### config.mk
export PLATFORM = sky130hd
export DESIGN_NAME = pipe_skid_stage
export DESIGN_NICKNAME = d
export VERILOG_FILES = /design/src/rtl/pipe_skid_stage.sv
export SDC_FILE = /design/constraint.sdc
export NUM_CORES = 1
export LEC_CHECK = 0
export ABC_AREA = 1
export CAP_MARGIN = 20
export CORE_UTILIZATION = 56
export CTS_BUF_LIST = sky130_fd_sc_hd__clkbuf_4
export CTS_CLUSTER_SIZE = 16
export DETAILED_ROUTE_END_ITERATION = 7
export PLACE_DENSITY = 0.88
export SLEW_MARGIN = 15
export SYNTH_ARGS = -nofsm -noshare
export SYNTH_HDL_FRONTEND = slang
export SYNTH_SLANG_ARGS = --single-unit
export TNS_END_PERCENT = 10
### constraint.sdc
create_clock -name clk -period 4 [get_ports clk]
set_input_delay 0.8 -clock clk [delete_from_list [all_inputs] [get_ports clk]]
set_output_delay 0.8 -clock clk [all_outputs]
set_load 0.01 [all_outputs]
### src/rtl/pipe_skid_stage.sv
// Two-slot pipeline skid buffer with registered in_ready and a saturating stall counter.
// MAIN drives the outputs. SKID catches the one entry accepted while MAIN is blocked.
module pipe_skid_stage #(
  parameter int DATA_W = 32,
  parameter int CTRL_W = 8,
  parameter int CNT_W  = 16
) (
  input  logic              clk,
  input  logic              rst_n,
  input  logic              flush,
  input  logic              in_valid,
  output logic              in_ready,
  input  logic [CTRL_W-1:0] in_ctrl,
  input  logic [DATA_W-1:0] in_data,
  output logic              out_valid,
  input  logic              out_ready,
  output logic [CTRL_W-1:0] out_ctrl,
  output logic [DATA_W-1:0] out_data,
  output logic [1:0]        occupancy,
  output logic [CNT_W-1:0]  stall_cnt
);

  typedef enum logic [1:0] {
    EMPTY = 2'd0,
    ONE   = 2'd1,
    FULL  = 2'd2
  } state_t;

  state_t            state;
  logic [CTRL_W-1:0] main_ctrl;
  logic [DATA_W-1:0] main_data;
  logic [CTRL_W-1:0] skid_ctrl;
  logic [DATA_W-1:0] skid_data;
  logic              out_valid_q;
  logic              in_ready_q;
  logic [1:0]        occ_q;
  logic [CNT_W-1:0]  stall_q;
  logic              xfer_in;
  logic              xfer_out;

  assign xfer_in  = in_valid & in_ready_q;
  assign xfer_out = out_valid_q & out_ready;

  // Control bits in a slot are cleared whenever that slot becomes invalid.
  // This keeps out_ctrl at zero without any gating on the output.
  always_ff @(posedge clk) begin
    if (!rst_n) begin
      state       <= EMPTY;
      main_ctrl   <= '0;
      main_data   <= '0;
      skid_ctrl   <= '0;
      skid_data   <= '0;
      out_valid_q <= 1'b0;
      in_ready_q  <= 1'b1;
      occ_q       <= 2'd0;
    end else if (flush) begin
      state       <= EMPTY;
      main_ctrl   <= '0;
      skid_ctrl   <= '0;
      out_valid_q <= 1'b0;
      in_ready_q  <= 1'b1;
      occ_q       <= 2'd0;
    end else begin
      case (state)
        EMPTY: begin
          if (xfer_in) begin
            state       <= ONE;
            main_ctrl   <= in_ctrl;
            main_data   <= in_data;
            out_valid_q <= 1'b1;
            occ_q       <= 2'd1;
          end
        end
        ONE: begin
          if (xfer_in && xfer_out) begin
            main_ctrl <= in_ctrl;
            main_data <= in_data;
          end else if (xfer_in) begin
            state      <= FULL;
            skid_ctrl  <= in_ctrl;
            skid_data  <= in_data;
            in_ready_q <= 1'b0;
            occ_q      <= 2'd2;
          end else if (xfer_out) begin
            state       <= EMPTY;
            main_ctrl   <= '0;
            out_valid_q <= 1'b0;
            occ_q       <= 2'd0;
          end
        end
        FULL: begin
          if (xfer_out) begin
            state      <= ONE;
            main_ctrl  <= skid_ctrl;
            main_data  <= skid_data;
            skid_ctrl  <= '0;
            in_ready_q <= 1'b1;
            occ_q      <= 2'd1;
          end
        end
        default: begin
          state       <= EMPTY;
          main_ctrl   <= '0;
          skid_ctrl   <= '0;
          out_valid_q <= 1'b0;
          in_ready_q  <= 1'b1;
          occ_q       <= 2'd0;
        end
      endcase
    end
  end

  // Flush leaves this counter alone, so stalls are still counted across a flush.
  always_ff @(posedge clk) begin
    if (!rst_n) begin
      stall_q <= '0;
    end else if (out_valid_q && !out_ready && (stall_q != {CNT_W{1'b1}})) begin
      stall_q <= stall_q + CNT_W'(1);
    end
  end

  assign in_ready  = in_ready_q;
  assign out_valid = out_valid_q;
  assign out_ctrl  = main_ctrl;
  assign out_data  = main_data;
  assign occupancy = occ_q;
  assign stall_cnt = stall_q;

endmodule

==> impl_metrics.toml <==
[outcome]
run_status = "complete, no violations"

[routing]
dr.pass1.iters = 5
vias_per_cell = 5.23
wl_per_cell_um = 12.4
drt-total-wl_mm = 10.4
antenna_left = 0
drcViolationCount = 0
num_vias = 4400
first_iter_violations = 207

[global_routing]
grt_pass1_wl_mm = 17.5
grt_max_degree = 70
track_usage_pct = 25.8
grt-ovfl-total = 0
grt_pass1_vias = 3914
antenna_found_initial = 1

[placement]
port_buffers = 104
hpwl_mm = 7.12
gp_congestion = 0.841

[cells_and_area]
final_core_util_pct = 72.9
layout_commonest_cell = "nand2_1"
mostFrequentLayoutCells = "nand2_1 (166), nor2_1 (126), clkdlybuf4s50_1 (103), dfxtp_1 (100), o21ai_0 (89)"
antennaDiodeCount = 0
layout.nets = 781
n_fill_cell = 679
drive_above_1_share_pct = 4.73
syn2layout_area_growth_pct = 26.0

[yosys]
synth_cells = 647
yosys_warnings = 0
synth_area_per_cell_sq_um = 6.87
ys_seq_area_share_pct = 45.0
synth_nets = 693
ys_types = 27
ys_ff_latch = 100
synth_top_area_share_pct = 45.0
synth_area_leader_cell = "dfxtp_1"
yosys-top-cells-area = "dfxtp_1 (45%), nand2_1 (14%), nor2_1 (11%)"
syn_area_sq_um = 4450

[sta]
worstMarginPinSlew_ps = 928
layout_min_cycle_time_ps = 2650
setup_viol = 0
rsz0062_at_grt = "no"
finalCritPeriodShare_pct = 66.3
slew_headroom_pct = 37.9
skew_ps = 15.8
report.final.slew_viol_count = 0
setup-tns-final_ps = 0
hold_ws_ps = 461
max_freq_ghz = 0.377
hold_viol_final = 0

[clock_network]
clock_latency_ps = 450
cts_tree = "done"
clk_pin_slew_ps = 150
cts_hold_buf = 0
cts.path.max_buffers = 2
cts_buffers = 9
cts_root_buffer = "clkbuf_4"
clock-sinks = 100
post_cts_buffers = 0
ctsResizeCount = 0
h-tree-depth = 3

[floorplanning]
core.rowCount = 32
boundaryPins = 105
initial_core_util_pct = 57.8
die_w_um = 91.1
core_sq_um = 7690
die_area_sq_um = 8300
fp.dieH_um = 91.1

[critical_path]
path_cells = "clkdlybuf4s50_1, nand2_1, nor2_4, nand3_2, inv_2, nor2_1, nor2_1"
cp-start-kind = "input port"
crit_path_max_incr_delay_ps = 670
cpMostUsedCell = "nor2_1"
crit_path_max_fanout = 49
cp_top_family = "simple AND/OR/NAND/NOR gates"
worstPathRequired_ps = 4390
arrival_ps = 3040
critPathBufInv = 2
cp_slowest_cell = "nand3_2"
path_class = "input port to flip-flop"
worstSetupEndpointType = "flip-flop"

[flow_run]
cap_violations = 0

[power]
switching_share_pct = 27.5
leakagePower_uw = 0.00217
powerDensity_nw_per_um2 = 339
power_switching_uw = 522
power_uw = 1900
peakVddDrop_mv = 0.219
clockPowerShare_pct = 27.5
comb_power_share_pct = 16.4
internal_power_uw = 1380
pwr-share-seq_pct = 56.2

[hold_path]
hold_path.class = "flip-flop to flip-flop"
registers in the layout (all words and copies together) (netlist names):
register   count
out_valid      1
out_ctrl       8
skid_ctrl      8
stall_cnt     16
out_data      32
skid_data     32
occupancy      2
in_ready       1
cells in the mapped netlist:
library cell / n
o211ai_1: 1
inv_2: 4
nand2_1: 166
a21oi_4: 1
nor2_8: 1
buf_6: 6
a21oi_1: 48
buf_2: 6
nand4_1: 6
o21ai_1: 1
nand3_1: 18
clkinv_1: 1
nor2_4: 2
nand2_2: 4
clkinv_4: 1
clkbuf_1: 18
inv_1: 36
nor2_2: 1
nand2_4: 2
dfxtp_1: 100
nand3_2: 1
o21ai_0: 89
xnor2_1: 3
nor3b_1: 1
xor2_1: 3
ha_1: 1
nor2_1: 126
area by class of cell:
type                    count  area, sq um  area share [%]
inverters                  42          163            2.90
repair buffers            107         1060            18.9
clock inverters             7         67.6            1.21
clock buffers               9         67.6            1.21
well taps                 102          128            2.28
flip-flops and latches    100         2000            35.7
multi-input cells         475         2120            37.8
through the flow:
| stage | cells | cell area (sq um) | setup WS (ps) |
|---|---|---|---|
| final | 842 | 5600 | 1350 |
| after global routing | 842 | 5600 | 1160 |
| after CTS | 842 | 5600 | 1380 |
| after detailed placement | 826 | 5470 | 916 |
| after global placement | 826 | 5470 | 1000 |
| after floorplan | 647 | 4450 | 2180 |
power groups by stage:
stage,Sequential [uW],Clock (uW),Combinational [uW]
final,1070,522,312
after global routing,1070,573,344
after CTS,1070,530,312
after detailed placement,1090,0,310
after global placement,1090,0,301
after floorplan,1100,0,153
final timing paths:
kind,from,slack (ps),end,cells after the start
setup / recovery,in_valid,1350,skid_data[22]$_SDFFE_PN0P_,7
hold / removal,skid_data[12]$_SDFFE_PN0P_,460,skid_data[12]$_SDFFE_PN0P_,2
setup reg to reg,occupancy[0]$_SDFFE_PP0P_,1520,out_data[2]$_SDFFE_PN0P_,8
hold reg to reg,skid_data[12]$_SDFFE_PN0P_,460,skid_data[12]$_SDFFE_PN0P_,2
metal layers:
layer	routed length, um	share of wire, %	track usage (%)	vias to the layer above
li1	-	-	-	2241
met1	4480	43	31.7	1991
met2	5040	48	44.1	148
met3	729	7.0	5.95	18
met4	156	1.5	9.26	2
met5	8	0.077	0	-
worst min-delay path: stages, from the launching register on:
cell and delay (ps):
dfxtp_1 330, inv_1 50, a21oi_1 50
cell families after synthesis:
logic type,after synthesis,synth area share (%)
simple gates,328,30.1
flops,100,45.0
fa+ha+maj,1,0.281
buf+inv,72,7.37
compound gates,140,16.1
xor+xnor,6,1.18
Note: power is estimated with default switching activity, not from simulation.
